### config.mk
export PLATFORM = sky130hd
export DESIGN_NAME = ub_activation_reader
export DESIGN_NICKNAME = d
export VERILOG_FILES = /design/src/rtl/ub_pkg.sv /design/src/rtl/activation_skew.sv /design/src/rtl/ub_activation_reader.sv
export SDC_FILE = /design/constraint.sdc
export NUM_CORES = 1
export LEC_CHECK = 0
export ABC_AREA = 0
export CAP_MARGIN = 20
export CORE_ASPECT_RATIO = 1.75
export CORE_MARGIN = 1
export CORE_UTILIZATION = 54
export DETAILED_ROUTE_END_ITERATION = 6
export PLACE_DENSITY_LB_ADDON = 0.05
export SLEW_MARGIN = 20
export SYNTH_ARGS = -nofsm -noshare
export SYNTH_HDL_FRONTEND = slang
export SYNTH_SLANG_ARGS = --single-unit
### constraint.sdc
create_clock -name clk -period 3.5 [get_ports clk]
set_input_delay 0.35 -clock clk [delete_from_list [all_inputs] [get_ports clk]]
set_output_delay 0.35 -clock clk [all_outputs]
set_load 0.02 [all_outputs]
### src/rtl/ub_pkg.sv
// Unified-buffer shared definitions: geometry, tile shape and the reader state encoding.
package ub_pkg;

  localparam int UB_DEPTH     = 64;
  localparam int UB_ADDR_W    = 6;
  localparam int UB_DATA_W    = 32;
  localparam int TILE_WORDS   = 4;
  localparam int STREAM_BEATS = 3;

  typedef enum logic [2:0] {
    IDLE,
    FETCH,
    CAPTURE,
    STREAM,
    DONE
  } rd_state_e;

endpackage

### src/rtl/activation_skew.sv
// Holds the 2x2 activation tile and drives the two systolic lanes, lane1 one beat behind lane0.
module activation_skew
  import ub_pkg::*;
#(
  parameter int DATA_WIDTH = UB_DATA_W
) (
  input  logic                  clk,
  input  logic                  reset,
  input  logic                  cap_en,
  input  logic [1:0]            cap_idx,
  input  logic [DATA_WIDTH-1:0] cap_data,
  input  logic                  stream_en,
  input  logic [1:0]            stream_beat,
  output logic [DATA_WIDTH-1:0] act_row0,
  output logic [DATA_WIDTH-1:0] act_row1,
  output logic                  act_valid
);

  logic [DATA_WIDTH-1:0] tile_q [TILE_WORDS];
  logic [DATA_WIDTH-1:0] row0_n;
  logic [DATA_WIDTH-1:0] row1_n;

  always_ff @(posedge clk) begin
    if (reset) begin
      for (int unsigned i = 0; i < TILE_WORDS; i++) tile_q[i] <= '0;
    end else if (cap_en) begin
      tile_q[cap_idx] <= cap_data;
    end
  end

  // stream_en/stream_beat describe the coming cycle, so the lanes register straight from them.
  always_comb begin
    row0_n = '0;
    row1_n = '0;
    if (stream_en) begin
      case (stream_beat)
        2'd0: row0_n = tile_q[0];
        2'd1: begin
          row0_n = tile_q[1];
          row1_n = tile_q[2];
        end
        2'd2: row1_n = tile_q[3];
        default: ;
      endcase
    end
  end

  always_ff @(posedge clk) begin
    if (reset) begin
      act_row0  <= '0;
      act_row1  <= '0;
      act_valid <= 1'b0;
    end else begin
      act_row0  <= row0_n;
      act_row1  <= row1_n;
      act_valid <= stream_en;
    end
  end

endmodule

### src/rtl/ub_activation_reader.sv
// Fetches a 2x2 activation tile from the unified buffer and streams it skewed into the systolic lanes.
module ub_activation_reader
  import ub_pkg::*;
#(
  parameter int DATA_WIDTH = UB_DATA_W,
  parameter int ADDR_WIDTH = UB_ADDR_W
) (
  input  logic                  clk,
  input  logic                  reset,
  input  logic                  start,
  input  logic [ADDR_WIDTH-1:0] base_addr,
  output logic                  rd_en,
  output logic [ADDR_WIDTH-1:0] rd_addr,
  input  logic [DATA_WIDTH-1:0] rd_data,
  output logic [DATA_WIDTH-1:0] act_row0,
  output logic [DATA_WIDTH-1:0] act_row1,
  output logic                  act_valid,
  output logic                  busy,
  output logic                  done
);

  rd_state_e             state_q, state_n;
  logic [1:0]            beat_q, beat_n;
  logic [ADDR_WIDTH-1:0] base_q, base_n;
  logic                  rd_pend_q;
  logic [1:0]            cap_idx_q;

  always_comb begin
    state_n = state_q;
    beat_n  = beat_q;
    base_n  = base_q;
    case (state_q)
      IDLE: begin
        if (start) begin
          state_n = FETCH;
          beat_n  = '0;
          base_n  = base_addr;
        end
      end
      FETCH: begin
        if (beat_q == 2'(TILE_WORDS - 1)) begin
          state_n = CAPTURE;
          beat_n  = '0;
        end else begin
          beat_n = beat_q + 2'd1;
        end
      end
      CAPTURE: begin
        state_n = STREAM;
        beat_n  = '0;
      end
      STREAM: begin
        if (beat_q == 2'(STREAM_BEATS - 1)) begin
          state_n = DONE;
          beat_n  = '0;
        end else begin
          beat_n = beat_q + 2'd1;
        end
      end
      DONE:    state_n = IDLE;
      default: state_n = IDLE;
    endcase
  end

  // Outputs are registered from the next-state view so they line up with the state they describe.
  always_ff @(posedge clk) begin
    if (reset) begin
      state_q   <= IDLE;
      beat_q    <= '0;
      base_q    <= '0;
      rd_en     <= 1'b0;
      rd_addr   <= '0;
      rd_pend_q <= 1'b0;
      cap_idx_q <= '0;
      busy      <= 1'b0;
      done      <= 1'b0;
    end else begin
      state_q   <= state_n;
      beat_q    <= beat_n;
      base_q    <= base_n;
      rd_en     <= (state_n == FETCH);
      rd_addr   <= (state_n == FETCH) ? base_n + ADDR_WIDTH'(beat_n) : '0;
      rd_pend_q <= rd_en;
      cap_idx_q <= beat_q;
      busy      <= (state_n != IDLE);
      done      <= (state_n == DONE);
    end
  end

  activation_skew #(
    .DATA_WIDTH (DATA_WIDTH)
  ) u_skew (
    .clk         (clk),
    .reset       (reset),
    .cap_en      (rd_pend_q),
    .cap_idx     (cap_idx_q),
    .cap_data    (rd_data),
    .stream_en   (state_n == STREAM),
    .stream_beat (beat_n),
    .act_row0    (act_row0),
    .act_row1    (act_row1),
    .act_valid   (act_valid)
  );

endmodule

=== After elaboration in Yosys (flattened, before gate mapping) ===
Memories as Yosys holds them, arrays and structs flattened.
Cells that the tools add are included.

* Word-level logic and storage cells: 53
* Bits in writable memories: 128
* Output and inout bits: 74
* Bits of input ports: 41
* Flip-flop bits (word level): 88
* Memories kept: 1

{| class="wikitable"
|+ Memory list
! name !! depth !! width !! rd ports !! clocked after Yosys merged registers in !! write ports !! line !! source
|-
| u_skew.tile_q || 4 || 32 || 4 || 0 || 4 || activation_skew.sv:19 || <nowiki>logic [DATA_WIDTH-1:0] tile_q [TILE_WORDS];</nowiki>
|}

* Multiplexer cells: 20
* Add/subtract/negate cells: 2
* Eq/ne operators: 10
* Bitwise gates (word level): 2
* Reduce and logical (&&, ||, !) cells: 6

{| class="wikitable"
|+ Operators with widths
! kind !! number
|-
| one-hot mux 32 bit (2 select lines) || 2
|-
| 2-to-1 mux 32 bit || 1
|-
| OR reduction 32 bit || 1
|-
| 2-to-1 mux 6 bit || 2
|-
| one-hot mux 3 bit (4 select lines) || 1
|-
| == test 3 x 2 -> 1 bit (second input constant) || 3
|-
| 2-to-1 mux 3 bit || 3
|-
| 2-to-1 mux 2 bit || 4
|-
| one-hot mux 2 bit (4 select lines) || 1
|-
| adder 6 x 2 -> 6 bit || 1
|-
| == test 2 bit (second input constant) || 3
|-
| == test 3 x 1 -> 1 bit (second input constant) || 2
|-
| 2-to-1 mux 1 bit || 6
|-
| OR reduction 2 bit || 2
|-
| == test 3 bit (second input constant) || 1
|-
| zero test 3 bit || 1
|-
| nonzero test 3 bit || 1
|-
| adder 2 x 1 -> 2 bit (second input constant) || 1
|-
| == test 2 x 1 -> 1 bit (second input constant) || 1
|-
| zero test 2 bit || 1
|-
| NOT 1 bit || 2
|}

=== Longest topological paths before layout ===
Gate-level depths: netlist of the first run.

* Word-level depth: 6
* Depth in mapped cells: 11
* Depth with buffers taken out: 11

=== Cells and area by module ===
A second synthesis of the first run with hierarchy kept.

* Cells, all modules: 599
* Area total of the unflattened synthesis: 7975.1 um^2

{| class="wikitable"
|+ Modules (own cells, without submodules)
! module !! seq. area each (um^2) !! cells an instance !! times used !! area each (um^2)
|-
| activation_skew || 5144.9 || 498 || 1 || 6957.9
|-
| ub_activation_reader || 460.4 || 101 || 1 || 1017.2
|}

=== Worst setup path before layout of the first run ===
Ideal clock, no wire load.

* Kind: reg2reg
* Start: reg state_q[0]
* End: reg rd_addr[3]
* Buffers on the path: 0
* Data arrival time: 2390 ps
* Clock period less this slack: 2475 ps
* Data required time: 3414 ps
* Setup slack: 1025 ps
* Cell stages (with the launch flop): 10
* Library setup time: 86 ps
* Path through: dfxtp_1 > nor3_1 > or2_2 > a21oi_1 > inv_1 > ha_1 > a21oi_1 > nor2b_1 > xnor2_1 > a211oi_1

* Elaborated cells between the ends (all ways): 14
* Those cells by class: add/sub (1); eq/ne (4); mux (6); bitwise (1); reduce/logical (2)

{| class="wikitable"
|+ RTL lines
! item !! line !! source
|-
| start: declaration || ub_activation_reader.sv:22 || <nowiki>rd_state_e state_q, state_n;</nowiki>
|-
| start signal: assignment || ub_activation_reader.sv:78 || <nowiki>state_q <= state_n;</nowiki>
|-
| == test 3 x 2 -> 1 bit, or another cell as far along || ub_activation_reader.sv:32 || <nowiki>case (state_q)</nowiki>
|-
| one-hot mux 2 bit (4 select lines) (*) || ub_activation_reader.sv:32 ||
|-
| named net beat_n[1] || ub_activation_reader.sv:23 || <nowiki>logic [1:0] beat_q, beat_n;</nowiki>
|-
| adder 6 x 2 -> 6 bit (*) || ub_activation_reader.sv:82 || <nowiki>rd_addr <= (state_n == FETCH) ? base_n + ADDR_WIDTH'(beat_n) : '0;</nowiki>
|-
| end signal: assignment || ub_activation_reader.sv:82 ||
|-
| end: declaration || ub_activation_reader.sv:13 || <nowiki>output logic [ADDR_WIDTH-1:0] rd_addr,</nowiki>
|}

Mark *: on every way through the listed nets, which the timed path passes. The rest lies on a longest branch.
A chain may end at the register's enable or synchronous reset.

=== Worst setup path after layout of the first run ===
* Start: reg state_q[1]
* End: reg rd_addr[3]

The elaborated chain is that of the path after synthesis.

==> results of run 1 <==
## routing by layer
layer	routed length, um	vias up
met2	9575	128
li1	-	2362
met5	0	-
met1	6526	2510
met3	703	26
met4	341	0
## flip-flops by register name, summed over array words and instances (netlist names)
name and cells:
state_q 3, u_skew.tile_q 128, rd_en 1, base_q 6
cap_idx_q 2, u_skew.act_row1 32, rd_pend_q 1, beat_q 2
u_skew.act_valid 1, rd_addr 6, done 1, busy 1
u_skew.act_row0 32
## layout make-up
class / instances / area (um^2)
Multi-Input combinational cell: 347 / 2208
Fill cell: 1068 / 4359
Inverter: 11 / 41.29
Sequential cell: 216 / 5605
Tap cell: 180 / 225.2
Timing Repair Buffer: 128 / 1296
Clock inverter: 10 / 78.83
Clock buffer: 26 / 554.3
## path summary, 6_finish.rpt
path,cells after the start,slack (ns),endpoint
setup / recovery,9,0.55,rd_addr[3]
hold / removal,3,0.46,base_q[0]
setup reg to reg,9,0.55,rd_addr[3]
hold reg to reg,2,0.47,base_q[5]
## worst min-delay path: cells and delay by family
kind,cells,cell delay [ns]
buf+inv,1,0.39
compound gates,1,0.07
simple gates,1,0.07
## power by group through the flow
stage	clock (W)	combinational (W)	sequential (W)
detailed placement	0	0.000351	0.00285
finish	0.00210	0.000346	0.00280
floorplan	0	0.000180	0.00285
global route	0.00224	0.000377	0.00280
CTS	0.00214	0.000353	0.00280
global placement	0	0.000341	0.00285
## kinds of logic after synthesis
kind of cell | share of synthesized area (%)
buf+inv | 2.341
mux | 0.8326
flops | 70.38
xor+xnor | 0.3300
compound gates | 7.808
fa+ha+maj | 1.665
simple gates | 16.64
## cells in the final DEF (no fill, tap or decap), types with 5 or more instances in the layout
master / count
a21oi_1: 7
a22oi_1: 64
and2_1: 128
buf_4: 10
clkbuf_16: 21
clkdlybuf4s50_1: 114
clkinv_2: 5
dfxtp_1: 88
edfxtp_1: 128
ha_1: 8
inv_1: 11
nand2_1: 10
nor2_1: 77
nor3_1: 10
## through the flow
stage | util, % | hold slack (ns)
detailed placement | 65.26 | 0.4648
floorplan | - | 0.4324
global placement | 65.26 | 0.4534
global route | 69.66 | 0.4462
finish | 69.66 | 0.4569
CTS | 69.66 | 0.4426
## Yosys cell counts
library cell	count	share of area (%)
nand2b_1	2	0.16
a31o_2	1	0.11
a2111oi_4	1	0.35
o21ai_2	1	0.11
a211oi_1	3	0.28
a21o_1	1	0.094
buf_2	2	0.13
ha_1	9	1.4
nand4_1	1	0.079
nor2_1	77	3.6
inv_1	11	0.52
nand2_1	10	0.47
and2_1	128	10
buf_6	1	0.14
xnor2_1	3	0.33
nor2b_1	3	0.24
mux2i_1	4	0.50
o21a_1	2	0.19
dfxtp_1	88	22
nor4b_4	1	0.30
o21bai_1	1	0.094
nor2_2	1	0.079
nor3_1	11	0.69
or4b_1	1	0.13
or2_2	3	0.24
fa_1	1	0.25
buf_1	2	0.094
edfxtp_1	128	48
a21oi_1	7	0.44
mux2_2	1	0.14
mux2_4	1	0.19
a22oi_1	64	6.0
a2bb2oi_1	1	0.11
clkbuf_1	31	1.5
nor3b_1	2	0.19
nand3_1	5	0.31
and3_1	1	0.079
==> results_dict.tcl, run 1 <==
set metrics [dict create \
    postCtsHoldBufs 0 \
    endpoint_kind "flip-flop" \
    ant_nets 0 \
    clock_latency_ns 0.49 \
    htreeDepth 1 \
    met1_usage_pct 25.64 \
    critPathLaunchType "flip-flop" \
    wl_per_cell_um 18.68 \
    max_freq_mhz 339.0 \
    stdcell_area_um2 10010 \
    status "complete, no violations" \
    critPathTopFamily "compound AO/OA/AOI/OAI gates" \
    fp.dieH_um 162.7 \
    synthesis.area_um2 7964 \
    slew_headroom_pct 28.76 \
    cts_resized 0 \
    drive_above_1_share_pct 8.266 \
    peakVddDrop_mv 0.3907 \
    cp_num_buf_inv 1 \
    cts_tree "yes" \
    dpl-instance-area_um2 9376 \
    grt-busiest-layer "met2" \
    worst_slack_ns 0.5497 \
    crit_arrival_ns 3.35 \
    post-cts-setup-buffers 0 \
    ys_seq_area_share_pct 70.38 \
    yosysWarnings 0 \
    dp_slack_ns 0.3998 \
    cts.path.max_buffers 3 \
    drv_slew 0 \
    clock_sinks 216 \
    fp.dieArea_um2 15260 \
    cts_root_buffer "clkbuf_16" \
    antenna_cells 0 \
    num_vias 5026 \
    cap_violations 0 \
    path_clk_slew_ns 0.06 \
    comb_power_share_pct 6.6 \
    io_buffers 114 \
    cpPeakStageDelay_ns 0.62 \
    nets 775 \
    p_sw_w 0.001136 \
    powerDensity_nw_per_um2 524.2 \
    globalRouteMet2Util_pct 45.12 \
    seq_power_share_pct 53.3 \
    hold_viol 0 \
    grt_use_met3_pct 3.268 \
    worstPathCellList "nor3_1, or2_2, a21oi_1, inv_1, ha_1, a21oi_1, nor2b_1, xnor2_1, a211oi_1" \
    drt-total-wl_mm 17.15 \
    drt_iter0_drc 203 \
    hp-class "in -> reg" \
    synthesis.nets 661 \
    drt_first_pass_iters 5 \
    core_area_um2 14370 \
    fin_crit_ns 2.950 \
    grt_max_degree 33 \
    synthCells 610 \
    switching_share_pct 21.65 \
    rows 58 \
    timing.rr.start "state_q[1]" \
    placed_cells 882 \
    slowest_stage "dfxtp_1" \
    place_hpwl_mm 10.50 \
    drc 0 \
    ios 115 \
    grt_usage_pct 23.27 \
    post_drt_via_cell_ratio 5.475 \
    crit_required_ns 3.90 \
    synth_cell_types 37 \
    holdCritStartpoint "base_addr[0]" \
    finalNonFillerCells 918 \
    leakage_nw 3.654 \
    cts_buffers 20 \
    p_int_w 0.004111 \
    syn_to_final_growth_pct 25.69 \
    ys_seq_elements 216 \
    initial_core_util_pct 55.42 \
    critPathKind "reg -> reg" \
    worst-slew-pin-transition_ns 1.066 \
    fp.dieW_um 93.80 \
    routabilityCongestion 0.7644 \
    total_power_w 0.005247 \
    startpoint "state_q[1]" \
    rsz0062_at_grt "false" \
    grt_pass1_vias 5396 \
    synth.avg_cell_area_um2 13.06 \
    finalClockSkew_ns 0.01002 \
    clkPwrFrac_pct 40.1 \
    setup_violations 0 \
    finalSetupTns_ns 0 \
    antenna_found_initial 0 \
    crit_fanout 12 \
    grt_first_pass_wirelength_mm 27.05 \
    finalCritPeriodShare_pct 84.29 \
    cp_common_cell "a21oi_1" \
    overflow 0 \
]
Note: power is estimated with default switching activity, not from simulation.
==> run 2, diff against run 1 <==
CORE_UTILIZATION = 49   (was 54)
clock period = 2.6 ns   (was 3.5 ns; I/O delays follow)
==> results_dict.tcl, run 2 (synthesized netlist as in run 1, its figures left out) <==
set metrics [dict create \
    status "finished, violations left" \
    violations "DRC" \
    fin_crit_ns 2.375 \
    grt_usage_pct 20.77 \
    r2r_end "rd_addr[3]" \
    critPathLaunchType "flip-flop" \
    placed_cells 898 \
    htreeDepth 1 \
    num_vias 5006 \
    drv_slew 0 \
    grt_pass1_vias 5225 \
    grt_max_degree 44 \
    endpoint_kind "flip-flop" \
    io_buffers 114 \
    timing.rr.start "beat_q[0]" \
    largest_register_ffs 128 \
    critPathKind "reg -> reg" \
    fp.dieH_um 170.7 \
    core_area_um2 15880 \
    cts.path.max_buffers 3 \
    crit_arrival_ns 2.76 \
    finalNonFillerCells 935 \
    cts_resized 0 \
    antenna_found_initial 0 \
    crit_required_ns 2.99 \
    finalCritPeriodShare_pct 91.33 \
    cts_buffers 20 \
    min_to "base_q[0]" \
    place_hpwl_mm 10.40 \
    slew_headroom_pct 34.89 \
    clock_latency_ns 0.49 \
    setup_violations 0 \
    r2r_cells 12 \
    worstPathCellList "inv_1, ha_1, mux2i_1, nor2_1, a21oi_1, inv_1, ha_1, a21oi_1, buf_4, nor2b_1, xnor2_1, a211oi_1" \
    worst_slack_ns 0.2253 \
    reg_top3 "u_skew.tile_q: 128 flops, u_skew.act_row0: 32 flops, u_skew.act_row1: 32 flops" \
    worst-slew-pin-transition_ns 0.9767 \
    powerDensity_nw_per_um2 704.1 \
    final_cell_mix "and2_1 (128), edfxtp_1 (128), clkdlybuf4s50_1 (114)" \
    fp.dieArea_um2 16790 \
    max_freq_mhz 421.1 \
    path_clk_slew_ns 0.06 \
    leakage_nw 3.709 \
    clock_sinks 216 \
    post-route-util_pct 63.86 \
    cts_tree "yes" \
    routabilityCongestion 0.7397 \
    rsz0062_at_grt "false" \
    drive_above_1_share_pct 9.115 \
    fillerInstances 1229 \
    cts_root_buffer "clkbuf_16" \
    cpPeakStageDelay_ns 0.41 \
    drt_iter0_drc 198 \
    rows 61 \
    worstHoldPathCells 3 \
    regToRegSetupSlack_ns 0.23 \
    cap_violations 0 \
    hp-class "in -> reg" \
    syn_to_final_growth_pct 27.29 \
    largest-register "u_skew.tile_q" \
    drt_first_pass_iters 7 \
    startpoint "beat_q[0]" \
    post-cts-setup-buffers 0 \
    grt_first_pass_wirelength_mm 26.77 \
    wl_per_cell_um 18.12 \
    postCtsHoldBufs 0 \
    holdCritStartpoint "base_addr[0]" \
    peakVddDrop_mv 0.4632 \
    hold_viol 0 \
    drt-total-wl_mm 16.94 \
    overflow 0 \
    antenna_cells 0 \
    ios 115 \
    nets 783 \
    fp.dieW_um 98.37 \
    finalClockSkew_ns 0.009023 \
    dp_slack_ns -0.008010 \
    slowest_stage "dfxtp_1" \
    crit_fanout 6 \
    initial_core_util_pct 50.17 \
    ant_nets 0 \
    post_drt_via_cell_ratio 5.354 \
    drc 6 \
]
run 2: changes by cell type in the layout (fill, tap and decap cells not counted), sizes merged:
cell / previous run / this run
clkinvlp: 1 / 0
buf: 14 / 22
clkbuf: 26 / 30
clkinv: 7 / 4
run 2: metrics by stage:
step                  TNS, ns  hold slack (ns)  power, W  cell area (um^2)
finish                      0           0.3803  0.007138             10140
global route                0           0.3924  0.007369             10140
CTS                         0           0.3802  0.007192             10100
detailed placement  -0.008010           0.4588  0.004328              9450
global placement            0           0.4513  0.004312              9445
floorplan                   0           0.3424  0.004085              7964
run 2: metal layers:
metal  vias to the layer above  track usage [%]  share of wire, %  wire, um
met4                         0            7.138               2.6       440
met1                      2475            22.93                38      6415
met5                         -                0                 0         0
met2                       127            40.42                55      9368
met3                        30            2.655               4.2       718
li1                       2374                -                 -         -
run 2: area by class of cell:
class | instances | area [um^2] | area share (%)
Clock inverter | 6 | 58.81 | 0.5801
Clock buffer | 30 | 590.6 | 5.826
Inverter | 11 | 41.29 | 0.4073
Timing Repair Buffer | 136 | 1376 | 13.58
Sequential cell | 216 | 5605 | 55.30
Tap cell | 189 | 236.5 | 2.333
Multi-Input combinational cell | 347 | 2228 | 21.98
run 2: report_power, final:
| part | internal [W] | switching, W | leakage, nW |
|---|---|---|---|
| Clock | 0.00168 | 0.00120 | 0.318 |
| Combinational | 0.000211 | 0.000279 | 1.35 |
| Sequential | 0.00373 | 0.0000387 | 2.04 |
run 2: worst max-delay path by stage:
| stage | to | slack, ns | cells past startpoint |
|---|---|---|---|
| 5_1_grt | rd_addr[3] | 0.02 | 12 |
| 3_3_place_gp | u_skew.act_row1[28] | 0.09 | 8 |
| 2_1_floorplan | rd_addr[3] | 0.12 | 9 |
| 6_report | rd_addr[3] | 0.23 | 12 |
| 3_5_place_dp | u_skew.act_row1[26] | -0.008 | 8 |
| 4_1_cts | u_skew.act_row1[26] | 0.18 | 7 |
run 2: critical path: cells and delay by family (launching register included):
kind                     cells  cell delay (ns)
adder cells (fa/ha/maj)      2             0.60
AO/OA/AOI/OAI                3             0.52
flip-flops                   1             0.41
buffers and inverters        3             0.37
multiplexers                 1             0.13
AND/OR/NAND/NOR              2             0.12
XOR/XNOR                     1             0.12
